**src/rtl/disp_pkg.sv**
```systemverilog
// Shared types and segment constants for the timer display.
// Segment vectors are seg[6:0] = g..a, active-low (0 lights a segment).
package disp_pkg;

    // Display mode: live time, high score, frozen winning time, loss banner.
    typedef enum logic [1:0] {
        RUN  = 2'd0,
        HIGH = 2'd1,
        WIN  = 2'd2,
        LOSE = 2'd3
    } mode_t;

    localparam logic [6:0] SEG_0     = 7'b1000000;
    localparam logic [6:0] SEG_1     = 7'b1111001;
    localparam logic [6:0] SEG_2     = 7'b0100100;
    localparam logic [6:0] SEG_3     = 7'b0110000;
    localparam logic [6:0] SEG_4     = 7'b0011001;
    localparam logic [6:0] SEG_5     = 7'b0010010;
    localparam logic [6:0] SEG_6     = 7'b0000010;
    localparam logic [6:0] SEG_7     = 7'b1111000;
    localparam logic [6:0] SEG_8     = 7'b0000000;
    localparam logic [6:0] SEG_9     = 7'b0010000;
    localparam logic [6:0] SEG_H     = 7'b0001001;
    localparam logic [6:0] SEG_L     = 7'b1000111;
    localparam logic [6:0] SEG_O     = 7'b1000000;
    localparam logic [6:0] SEG_S     = 7'b0010010;
    localparam logic [6:0] SEG_E     = 7'b0000110;
    localparam logic [6:0] SEG_BLANK = 7'b1111111;

    // Any nibble above 9 decodes to blank; this one is used to force a blank digit.
    localparam logic [3:0] NIB_BLANK = 4'hF;

    localparam logic [3:0] AN_OFF = 4'b1111;

    // Active-low one-hot anode pattern for a digit position (3 = leftmost).
    function automatic logic [3:0] anode_of(input logic [1:0] pos);
        return ~(4'b0001 << pos);
    endfunction

endpackage

```
**src/rtl/bcd_to_seg.sv**
```systemverilog
// Combinational BCD nibble to 7-segment decoder; values above 9 show blank.
module bcd_to_seg
    import disp_pkg::*;
(
    input  logic [3:0] bcd,
    output logic [6:0] seg
);

    // Table lookup of the segment pattern for one BCD digit.
    always_comb begin
        seg = SEG_BLANK;
        case (bcd)
            4'd0:    seg = SEG_0;
            4'd1:    seg = SEG_1;
            4'd2:    seg = SEG_2;
            4'd3:    seg = SEG_3;
            4'd4:    seg = SEG_4;
            4'd5:    seg = SEG_5;
            4'd6:    seg = SEG_6;
            4'd7:    seg = SEG_7;
            4'd8:    seg = SEG_8;
            4'd9:    seg = SEG_9;
            default: seg = SEG_BLANK;
        endcase
    end

endmodule

```
**src/rtl/timer_display.sv**
```systemverilog
// 4-digit multiplexed 7-segment driver for the game timer.
// Modes: RUN shows live time, HIGH shows the high score for HOLD_SEC seconds
// after a button press, WIN blinks the time frozen at the win, LOSE spells LOSE.
// seg/an are registered and only change on a scan_en strobe, so a digit's
// segments and its anode always switch in the same cycle.
// dbg_mode exposes the mode register for observation.
module timer_display
    import disp_pkg::*;
#(
    parameter int HOLD_SEC = 3
) (
    input  logic       clk,
    input  logic       clr,
    input  logic       scan_en,
    input  logic       tick_1hz,
    input  logic [3:0] sec_u,
    input  logic [3:0] sec_t,
    input  logic [3:0] sec_h,
    input  logic [3:0] h_sec_u,
    input  logic [3:0] h_sec_t,
    input  logic [3:0] h_sec_h,
    input  logic       win_flag,
    input  logic       lose_flag,
    input  logic       show_btn,
    output logic [6:0] seg,
    output logic [3:0] an,
    output logic       dp,
    output logic [1:0] dbg_mode
);

    mode_t      mode_q;
    mode_t      mode_d;
    logic       btn_q;
    logic       btn_rise;
    logic [3:0] hold_cnt;
    logic       blink_vis;
    logic [3:0] frz_u;
    logic [3:0] frz_t;
    logic [3:0] frz_h;
    logic [1:0] idx;
    logic       win_entry;

    logic [3:0] src_u;
    logic [3:0] src_t;
    logic [3:0] src_h;
    logic [3:0] dig_nib;
    logic       use_lit;
    logic [6:0] lit_seg;
    logic [6:0] dec_seg;
    logic [6:0] digit_seg;

    assign btn_rise  = show_btn & ~btn_q;
    assign win_entry = (mode_d == WIN) && (mode_q != WIN);
    assign dp        = 1'b1;
    assign dbg_mode  = mode_q;

    // Previous button level for rising-edge detection.
    always_ff @(posedge clk or posedge clr) begin
        if (clr) btn_q <= 1'b0;
        else     btn_q <= show_btn;
    end

    // Mode state register.
    always_ff @(posedge clk or posedge clr) begin
        if (clr) mode_q <= RUN;
        else     mode_q <= mode_d;
    end

    // Next mode: loss overrides everything, win only leaves RUN/HIGH,
    // WIN and LOSE are terminal until reset.
    always_comb begin
        mode_d = mode_q;
        if (lose_flag) begin
            mode_d = LOSE;
        end else begin
            case (mode_q)
                RUN: begin
                    if (win_flag)      mode_d = WIN;
                    else if (btn_rise) mode_d = HIGH;
                end
                HIGH: begin
                    if (win_flag)
                        mode_d = WIN;
                    else if (!btn_rise && tick_1hz && (hold_cnt == 4'd1))
                        mode_d = RUN;
                end
                default: mode_d = mode_q;
            endcase
        end
    end

    // High-score hold countdown; a button edge reloads and beats a same-cycle tick.
    always_ff @(posedge clk or posedge clr) begin
        if (clr) begin
            hold_cnt <= 4'd0;
        end else if ((mode_d == HIGH) && btn_rise) begin
            hold_cnt <= 4'(HOLD_SEC);
        end else if ((mode_q == HIGH) && tick_1hz && (hold_cnt != 4'd0)) begin
            hold_cnt <= hold_cnt - 4'd1;
        end
    end

    // Capture the live time in the cycle the win is taken.
    always_ff @(posedge clk or posedge clr) begin
        if (clr) begin
            frz_u <= 4'd0;
            frz_t <= 4'd0;
            frz_h <= 4'd0;
        end else if (win_entry) begin
            frz_u <= sec_u;
            frz_t <= sec_t;
            frz_h <= sec_h;
        end
    end

    // Blink phase: visible on entering WIN, toggles every second while in WIN.
    always_ff @(posedge clk or posedge clr) begin
        if (clr)                             blink_vis <= 1'b1;
        else if (win_entry)                  blink_vis <= 1'b1;
        else if ((mode_q == WIN) && tick_1hz) blink_vis <= ~blink_vis;
    end

    // Choose the number being shown for the current mode.
    always_comb begin
        src_u = sec_u;
        src_t = sec_t;
        src_h = sec_h;
        case (mode_q)
            HIGH: begin
                src_u = h_sec_u;
                src_t = h_sec_t;
                src_h = h_sec_h;
            end
            WIN: begin
                src_u = frz_u;
                src_t = frz_t;
                src_h = frz_h;
            end
            default: begin
                src_u = sec_u;
                src_t = sec_t;
                src_h = sec_h;
            end
        endcase
    end

    // Content of the digit at idx: a letter literal, or a nibble for the
    // decoder with leading zeros forced to blank.
    always_comb begin
        dig_nib = NIB_BLANK;
        use_lit = 1'b0;
        lit_seg = SEG_BLANK;
        if (mode_q == LOSE) begin
            use_lit = 1'b1;
            case (idx)
                2'd3:    lit_seg = SEG_L;
                2'd2:    lit_seg = SEG_O;
                2'd1:    lit_seg = SEG_S;
                default: lit_seg = SEG_E;
            endcase
        end else begin
            case (idx)
                2'd3: begin
                    if (mode_q == HIGH) begin
                        use_lit = 1'b1;
                        lit_seg = SEG_H;
                    end
                end
                2'd2:    dig_nib = (src_h == 4'd0) ? NIB_BLANK : src_h;
                2'd1:    dig_nib = ((src_h == 4'd0) && (src_t == 4'd0)) ? NIB_BLANK : src_t;
                default: dig_nib = src_u;
            endcase
        end
    end

    bcd_to_seg u_dec (
        .bcd (dig_nib),
        .seg (dec_seg)
    );

    assign digit_seg = use_lit ? lit_seg : dec_seg;

    // Scan counter and output registers, advanced together by scan_en.
    always_ff @(posedge clk or posedge clr) begin
        if (clr) begin
            idx <= 2'd0;
            an  <= AN_OFF;
            seg <= SEG_BLANK;
        end else if (scan_en) begin
            idx <= idx + 2'd1;
            if ((mode_q == WIN) && !blink_vis) begin
                an  <= AN_OFF;
                seg <= SEG_BLANK;
            end else begin
                an  <= anode_of(idx);
                seg <= digit_seg;
            end
        end
    end

endmodule

```
**config.mk**
```make
export PLATFORM = sky130hd
export DESIGN_NAME = timer_display
export DESIGN_NICKNAME = d
export VERILOG_FILES = /design/src/rtl/disp_pkg.sv /design/src/rtl/bcd_to_seg.sv /design/src/rtl/timer_display.sv
export SDC_FILE = /design/constraint.sdc
export NUM_CORES = 1
export LEC_CHECK = 0
export CORE_UTILIZATION = 36
export DETAILED_ROUTE_END_ITERATION = 10
export PLACE_DENSITY_LB_ADDON = 0.2
export SYNTH_ARGS = -nofsm -noshare
export SYNTH_HDL_FRONTEND = slang
export SYNTH_SLANG_ARGS = --single-unit
```
**constraint.sdc**
```tcl
create_clock -name clk -period 2.8 [get_ports clk]
set_input_delay 0.28 -clock clk [delete_from_list [all_inputs] [get_ports clk]]
set_output_delay 0.28 -clock clk [all_outputs]
set_load 0.005 [all_outputs]
```
Yosys cells after proc, flatten, opt, wreduce, memory -nomap -nowiden
Memories as Yosys holds them, arrays and structs flattened. Index checks and enable logic that the tools add are counted.

Shift-type cells: 1. Reduce and logical (&&, ||, !) cells: 17. Multiplexer cells: 27. Equal/unequal tests: 10. $add $sub $neg: 2. Bitwise gates (word level): 4.

Operators by type and width (number): $mux 7 (5); $mux 4 (6); $pmux 4 s2 (3); $pmux 7 s3 (1); $pmux 4 s3 (1); $eq 2x2->1 const B (5); $mux 2 (5); $logic_and 1x1->1 (9); $logic_not 4->1 (2); $eq 2x1->1 const B (3); $mux 1 (5); $eq 4x1->1 const B (1); $not 4->4 (1); $pmux 2 s2 (1); $reduce_bool 2->1 (2); $reduce_bool 4->1 (1); $shl 1x2->4 const A (1); $sub 4x1->4 const B (1); $add 2x1->2 const B (1); $logic_not 1->1 (2); $logic_not 2->1 (1); $ne 2x2->1 const B (1); $not 1->1 (2); $and 1x1->1 (1).

Output and inout bits: 14. ROM bits: 112. Word-level logic and storage cells: 72. Input bits: 31. Register bits after elaboration: 33. Memories: 1.

Memory list: (no name shown) (words 16, width 7, rd ports 1, clocked after Yosys merged registers in 0, write ports 0, line bcd_to_seg.sv:12) `case (bcd)`.

Logic depth before layout (Yosys ltp)
Gate-level depths: netlist of run 1.

Word-level depth: 12. Gate-level depth with buffers: 14. Gate-level depth less buffers: 12.

Cells and area by module
From an unflattened synthesis of run 1, not the netlist that was laid out.

Cells, all modules: 256. Area total of the unflattened synthesis: 2367.3 um2.

Modules (own cells, without submodules): timer_display (cells each 225, area an instance 2167.1 um2, instances 1, seq. area each 840.8 um2); bcd_to_seg (cells each 31, area an instance 200.2 um2, instances 1, seq. area each 0.0 um2).

Worst setup path before layout of run 1
Ideal clock, no wire load.

Path kind: register -> register. Start: register mode_q[1] (netlist: dbg_mode[1]). End: register seg[1]. Data arrival time: 2929 ps. Required time: 2723 ps. Period minus slack after synthesis: 3006 ps. Library setup time: 77 ps. Slack: -206 ps. Cell stages (with the launch flop): 13. Buffers on the path: 2. Path through: dfrtp_1 -> inv_1 -> ha_1 -> buf_4 -> buf_2 -> a21oi_1 -> or4b_4 -> or3_1 -> a32o_2 -> ha_1 -> nor2_1 -> o21ai_1 -> a31oi_1.

Word-level cells in the longest chain between the ends: 10. Elaborated cells on any way between the ends: 23. Those cells by class: eq/ne (3); mux (15); reduce/logical (4); memory (1).

Ends and longest elaborated chain: from (decl) (line timer_display.sv:31) `mode_t mode_q;`; from (signal assigned) (line timer_display.sv:66) `else mode_q <= mode_d;`; $eq 2x2->1 / $eq 2x1->1 (equally long branches) (line timer_display.sv:128, timer_display.sv:191, timer_display.sv:164); $pmux 4 s2 (line timer_display.sv:128) `case (mode_q)`; $logic_not 4->1, on equally long branches (line timer_display.sv:169, timer_display.sv:170); $logic_and 1x1->1 (line timer_display.sv:170) `2'd1: dig_nib = ((src_h == 4'd0) && (src_t == 4'd0)) ? NIB_BLANK : src_t;`; $mux 4 (line timer_display.sv:170); $pmux 4 s3 (line timer_display.sv:162) `case (idx)`; $mux 4 (line timer_display.sv:153) `if (mode_q == LOSE) begin`; $mem_v2 16x7; $mux 7 (line timer_display.sv:181) `assign digit_seg = use_lit ? lit_seg : dec_seg;`; $mux 7 (*) (line timer_display.sv:191) `if ((mode_q == WIN) && !blink_vis) begin`; to (signal assigned) (line timer_display.sv:196) `seg <= digit_seg;`; to (decl) (line timer_display.sv:25) `output logic [6:0] seg,`.

Every way passes the cells marked *; elsewhere a longest branch is shown, timed or not. A chain may end at the register's enable or synchronous reset.

Final worst setup path of run 1
Start: register mode_q[0] (netlist: dbg_mode[0]). End: register seg[6].

Same word-level chain as after synthesis.

==> run metrics, run 1 <==
violated checks negative setup slack; Final Net Count 356; Max Cap Viol 0; post-synth net total 290; multi-input logic area 0.00141 mm^2; TritonCTS Buffers 5; normalized max-slew margin 0.572; leading area contributor after synthesis dfrtp_1; antenna cell count 0; Compound-Gate Fraction of Synth Area 0.220; Placement Cell Area between 0.002 and 0.003 mm^2; clock buffer depth 2; Clk pin slew, worst setup/hold paths about 80 ps; CTS tree built; power share of the clock group 0.276; initial antenna violation count 0; Static Leak approximately 1.3 nW; Layout area overhead 40.6%; commonest non-fill, non-tap cell in the layout clkdlybuf4s50_1; CP Launch Type register; drt total wl 5820 um; Comb pwr share 0.309; Primary FF master, synth dfrtp_1; post-synth top area share 0.234; worst reg-to-reg setup slack -20 ps; wire per inst 15.1 um; Peak VDD IR 0.315 mV; vias in the first global route 1951; initial core utilization 0.377; Internal ~1.1 mW; sequential share of the synthesized area 0.375; post-route setup slack -22.8 ps; FMAX 354 MHz; sequential fraction of design power 0.415; remaining antenna violation count 0; H-tree depth 2; cells after synthesis about 240; Psw 0.476 mW; Row Count 28; sw frac 0.294; core area 0.00596 mm^2; worst r2r src dbg_mode[0]; via count 1994; Final Cell Area 0.00315 mm^2; Max Slew Vio Count 0; min Tclk post-route 2820 ps; synthesized area 0.00224 mm^2; CP arrival 3050 ps; r2r endpoint seg[6]; synth warn 0; syn_area_per_cell 9.23 um^2; Tcrit/Tclk final 1.01; I/O Buffers 43; dpl hpwl 4330 um; root buf cell clkbuf_8; via/cell ratio 5.18; cts hold-fix bufs 0; EDFF count, synth 0; RSZ-0062 raised after global routing yes; multiplexer share of the synthesized area 0.0747; skew final ~16 ps; Worst Tran Pin Value 636 ps; largest family of logic cells by synthesized area compound AO/OA/AOI/OAI gates; # DRC 0; required time worst endpoint 3030 ps; Hold Slack about 360 ps; Layout fillers 564; Async S/R FF share, synth 1.00; largest net degree at the start of global routing 16; Area contributors post-synth dfrtp_1, dfstp_2, ha_1; status complete, but fails checks; worst skew pair latency 290 ps; Synth Area in Simple Gates 0.166; drt pass-1 iters 4; Clock Sinks 33; GRT overflow 0; crit-path max FO 5; first-pass GRT wire length 9260 um; PwrDens about 500 mW/mm^2; crit end category register; synthesized flop and latch total 33; GP Congestion 0.822; final hold viol count 0; R2R cell count 12; global router's overall resource usage 0.187; synth unique cells 51; endpoints failing setup 2; Initial DRC Count roughly 120; Synth Area in Adders 0.0892; Hold Crit Class in2async; Setup CP Type reg2reg; most frequent cells in the layout clkdlybuf4s50_1, buf_4, nand2_1; post-layout power 1.62 mW; I/O pins 45; Die X just over 80 um; Die ar. around 0.0066 mm^2; xor and xnor area share after synthesis 0.0195; fraction of layout cells with a size suffix above 1 0.300; sequential standard cell area ~840 um^2; die height a little over 80 um
Yosys cell counts (2+ instances only):
| cell | instances |
|---|---|
| buf_4 | 3 |
| buf_6 | 2 |
| a21oi_2 | 2 |
| inv_1 | 12 |
| a21boi_0 | 2 |
| nor2_1 | 28 |
| buf_1 | 2 |
| a31oi_1 | 4 |
| ha_1 | 16 |
| nand2b_1 | 6 |
| o22ai_1 | 2 |
| a21oi_1 | 20 |
| buf_2 | 2 |
| clkbuf_1 | 4 |
| o21ai_0 | 9 |
| nand2_1 | 25 |
| mux2_2 | 12 |
| xor2_1 | 3 |
| a22oi_2 | 2 |
| dfrtp_1 | 21 |
| nand3_1 | 3 |
| nand4_1 | 3 |
| a21o_1 | 4 |
| or3_1 | 3 |
| nor3_1 | 3 |
| o211ai_1 | 2 |
| dfstp_2 | 12 |
| xnor2_1 | 2 |
| a221oi_1 | 3 |
| a22oi_1 | 10 |
sequential cells by signal, indices dropped and copies added, names as in the netlist:
register	flops
dbg_mode	2
hold_cnt	4
seg	7
frz_h	4
btn_q	1
frz_t	4
an	4
frz_u	4
idx	2
blink_vis	1
critical path: stages (launching register included):
cell and delay, ps:
dfrtp_2 430, buf_6 130, ha_4 170, a22oi_2 170
a21oi_4 80, or4b_4 540, or3_1 330, a32o_2 300
inv_2 80, ha_4 140, nor2_4 40, a211o_1 250
a21oi_2 120
routing by layer:
metal	vias to the layer above	share of wire	track usage
met4	0	0.0089	0.0571
li1	1000	-	-
met3	5	0.035	0.0326
met5	-	0	0
met1	944	0.48	0.256
met2	45	0.48	0.299
power groups by stage:
stage	Combinational (mW)	Sequential, mW	Clock [mW]
2_1_floorplan	0.236	0.674	0
5_1_grt	0.563	0.684	0.480
4_1_cts	0.498	0.672	0.457
3_3_place_gp	0.488	0.679	0
6_report	0.500	0.671	0.447
3_5_place_dp	0.493	0.677	0
stage by stage:
| step | utilization | std cells | setup WS (ps) | setup TNS [ps] |
|---|---|---|---|---|
| floorplan | - | 243 | -66.1 | -136 |
| global placement | 0.492 | 373 | -27.0 | -43.9 |
| detailed placement | 0.492 | 373 | -61.7 | -87.6 |
| CTS | 0.513 | 383 | -58.4 | -113 |
| global route | 0.530 | 385 | -136 | -742 |
| finish | 0.530 | 385 | -22.8 | -42.0 |
cell families (layout without fill, tap and decap cells):
group / after synthesis / after routing
fa+ha+maj: 16 / 16
other cells: 1 / 1
compound gates: 71 / 71
flops: 33 / 33
simple gates: 78 / 78
mux: 14 / 14
xor+xnor: 5 / 5
buf+inv: 25 / 92
what timing repair did:
action,in CTS,in global routing
gates cloned,0,0
pin swaps,8,11
endpoints found under the hold margin,0,0
resized for setup,0,19
setup buffers,2,2
setup endpoints to repair,5,7
final cells by class:
class,instances,area share
Multi-Input combinational cell,185,0.446
Sequential cell,33,0.267
Timing Repair Buffer,72,0.209
Tap cell,75,0.0298
Clock buffer,6,0.0230
Inverter,12,0.0143
Clock inverter,2,0.0111
how the worst max path moves through the flow:
stage	start	to	slack [ps]
floorplan	dbg_mode[1]	seg[6]	-70
global placement	h_sec_h[2]	seg[6]	-30
detailed placement	h_sec_h[2]	seg[6]	-60
CTS	dbg_mode[0]	seg[6]	-60
global route	dbg_mode[0]	seg[1]	-140
finish	dbg_mode[0]	seg[6]	-20
Note: power is estimated with default switching activity, not from simulation.
==> inputs of run 2 (changes only) <==
Settings changed: ABC_AREA from default to 1, CTS_BUF_LIST from default to sky130_fd_sc_hd__clkbuf_4 sky130_fd_sc_hd__clkbuf_8 sky130_fd_sc_hd__clkbuf_16, SYNTH_HIERARCHICAL from default to 1.
==> run 2 against run 1 <==
The run ends with design-rule violations left. Combinational power about the same. Register-to-register slack better by 290 ps. Cell count up 19%. Die area up 4.9%. Synthesized cell count up 37%. Sequential share of layout area up 1.5 points. Critical path depth up 7. Sequential power down 5.2%. Clock skew down 6.0 ps. Power down 7.1%. Maximum frequency up 12%. Area after synthesis up 5.0%.
==> run metrics, run 2 <==
drt total wl 5640 um; Layout Cells excl Fill 459; worst skew pair latency 290 ps; fraction of layout cells with a size suffix above 1 0.123; # DRC 2; dpl hpwl roughly 4300 um; initial core utilization 0.371; post-synth top area share 0.223; dpl cells around 450; Peak VDD IR 0.361 mV; via/cell ratio 4.82; sequential fraction of design power 0.423; max reg flops 7; Static Leak approximately 1.5 nW; worst reg-to-reg setup slack around 270 ps; I/O pins 45; Compound-Gate Fraction of Synth Area 0.0813; setup TNS 0 ps; cells after synthesis 334; required time worst endpoint between 3000 and 4000 ps; Die ar. 0.00687 mm^2; Internal slightly above 1 mW; crit path cell chain inv_2, ha_4, or2_1, nand2_1, nand2_2, nor2_4, nand2_2, nand2_1, nand2_1, nand2_1, nand2_1, nand2_2, inv_1, ha_1, nand2_1, nand3_1, nand2_1, o21ai_1, a21oi_1; leading area contributor after synthesis dfrtp_1; EDFF count, synth 0; wire per inst 12.3 um; crit-path max FO 17; commonest non-fill, non-tap cell in the layout nand2_1; Setup CP Type reg2reg; Layout fillers 640; Initial DRC Count 98; CP arrival 2750 ps; sw frac 0.319; synth unique cells 30; CP max stage cell dfrtp_1; skew final 9.54 ps; Hold Crit Class in2async; Core Util, Final 0.470; RSZ-0062 raised after global routing no; Clock Sinks 33; global router's overall resource usage 0.168; CP max stage delay 390 ps; Area contributors post-synth dfrtp_1, nand2_1, dfstp_2; GRT overflow 0; clock buffer depth 2; Synth Area in Simple Gates 0.369; Post-synth top cells nand2_1, inv_1, nand3_1, nor2_1, dfrtp_1; synth warn 6; core area between 0.006 and 0.007 mm^2; Layout area overhead 26.6%; Clk pin slew, worst setup/hold paths 80 ps; violated checks design-rule violations; largest net degree at the start of global routing 19; largest family of logic cells by synthesized area simple AND/OR/NAND/NOR gates; Final Net Count 429; most frequent cells in the layout nand2_1, clkdlybuf4s50_1, inv_1; Tcrit/Tclk final 0.903; xor and xnor area share after synthesis 0.0112; endpoints failing setup 0; postcts setup bufs 0; die height ~83 um; GP Congestion between 0.8 and 0.9; PwrDens 504 mW/mm^2; final hold viol count 0; power share of the clock group 0.243; initial antenna violation count 0; drt pass-1 iters 7; syn_area_per_cell 7.05 um^2; count leader, synth nand2_1; H-tree depth 2; status complete, but fails checks; Async S/R FF share, synth 1.00; crit end category register; first-pass GRT wire length ~9400 um; most frequent CP cell nand2_1; post-synth net total about 380; antenna cell count 0; I/O Buffers 43; Primary FF master, synth dfrtp_1; remaining antenna violation count 0; TritonCTS Buffers 5; Worst Tran Pin Value 646 ps; CP Launch Type register; synthesized area about 0.0024 mm^2; Synth Area in Adders 0.0903; worst r2r src dbg_mode[0]; r2r endpoint seg[3]; root buf cell clkbuf_8; synthesized flop and latch total 33; sequential share of the synthesized area 0.357; Max Cap Viol 0; Reg with most FFs seg; vias in the first global route around 2.1k; R2R cell count 19; multiplexer share of the synthesized area 0; Psw between 0.4 and 0.5 mW; normalized max-slew margin 0.569; Row Count 29; Max Slew Vio Count 0; FMAX about 400 MHz; via count roughly 2.2k; Die X around 83 um; Comb pwr share 0.334; min Tclk post-route 2530 ps; CTS tree built
[run 2: worst max-delay path by stage]
stage               cells after the start      to   startpoint
CTS                                    19  seg[3]  dbg_mode[0]
floorplan                              20  seg[3]  dbg_mode[1]
global route                           19  seg[3]  dbg_mode[0]
global placement                       19  seg[3]  dbg_mode[0]
detailed placement                     19  seg[3]  dbg_mode[0]
finish                                 19  seg[3]  dbg_mode[0]
[run 2: worst max-delay path, delay by kind of cell, from the launching register on]
family                     cells  cell delay (ps)
and+or+nand+nor               13             1140
adders and majority gates      2              550
DFF                            1              390
buffers and inverters          2              190
AOI/OAI and AO/OA              2              190
[run 2: area by class of cell]
class,instances,area (um^2),area share
clock buffer,6,76.3,0.0256
clock inverter,2,10.0,0.00336
inverter,33,124,0.0415
multi-input combinational,256,1320,0.444
sequential,33,841,0.282
tap,77,96.3,0.0323
timing repair buffer,52,510,0.171
[run 2: logic make-up after synthesis]
kind of cell	after synthesis
buffers and inverters	45
AOI/OAI and AO/OA	32
adders and majority gates	17
other	1
xor gates and xnor gates	3
DFF	33
and+or+nand+nor	203
[run 2: repair_timing]
action                                  4_1_cts  5_1_grt
gates resized for setup                       0        8
hold buffers                                  0        0
hold endpoints to repair                      0        0
endpoints found under the setup margin        0        7
[run 2: stage by stage]
step                worst slack (ps)  instance area (um^2)  total power, mW  hold WS [ps]
global placement                 110                  2880             1.15           455
CTS                             17.3                  2960             1.52           386
floorplan                        123                  2360            0.910           311
global route                    36.4                  2980             1.60           447
detailed placement              25.8                  2880             1.15           459
finish                           271                  2980             1.50           373
[run 2: power by group through the flow]
stage,Clock [mW],Combinational [mW],Sequential (mW)
floorplan,0,0.267,0.643
global placement,0,0.509,0.641
detailed placement,0,0.507,0.644
CTS,0.378,0.508,0.637
global route,0.397,0.562,0.644
finish,0.365,0.503,0.636
[run 2: layer usage]
metal / routed length [um] / global-route usage / vias to the layer above
met1: 2810 / 0.232 / 1018
met4: 46 / 0.0596 / 0
met5: 0 / 0 / -
met3: 239 / 0.0328 / 4
met2: 2540 / 0.263 / 46
li1: - / - / 1146
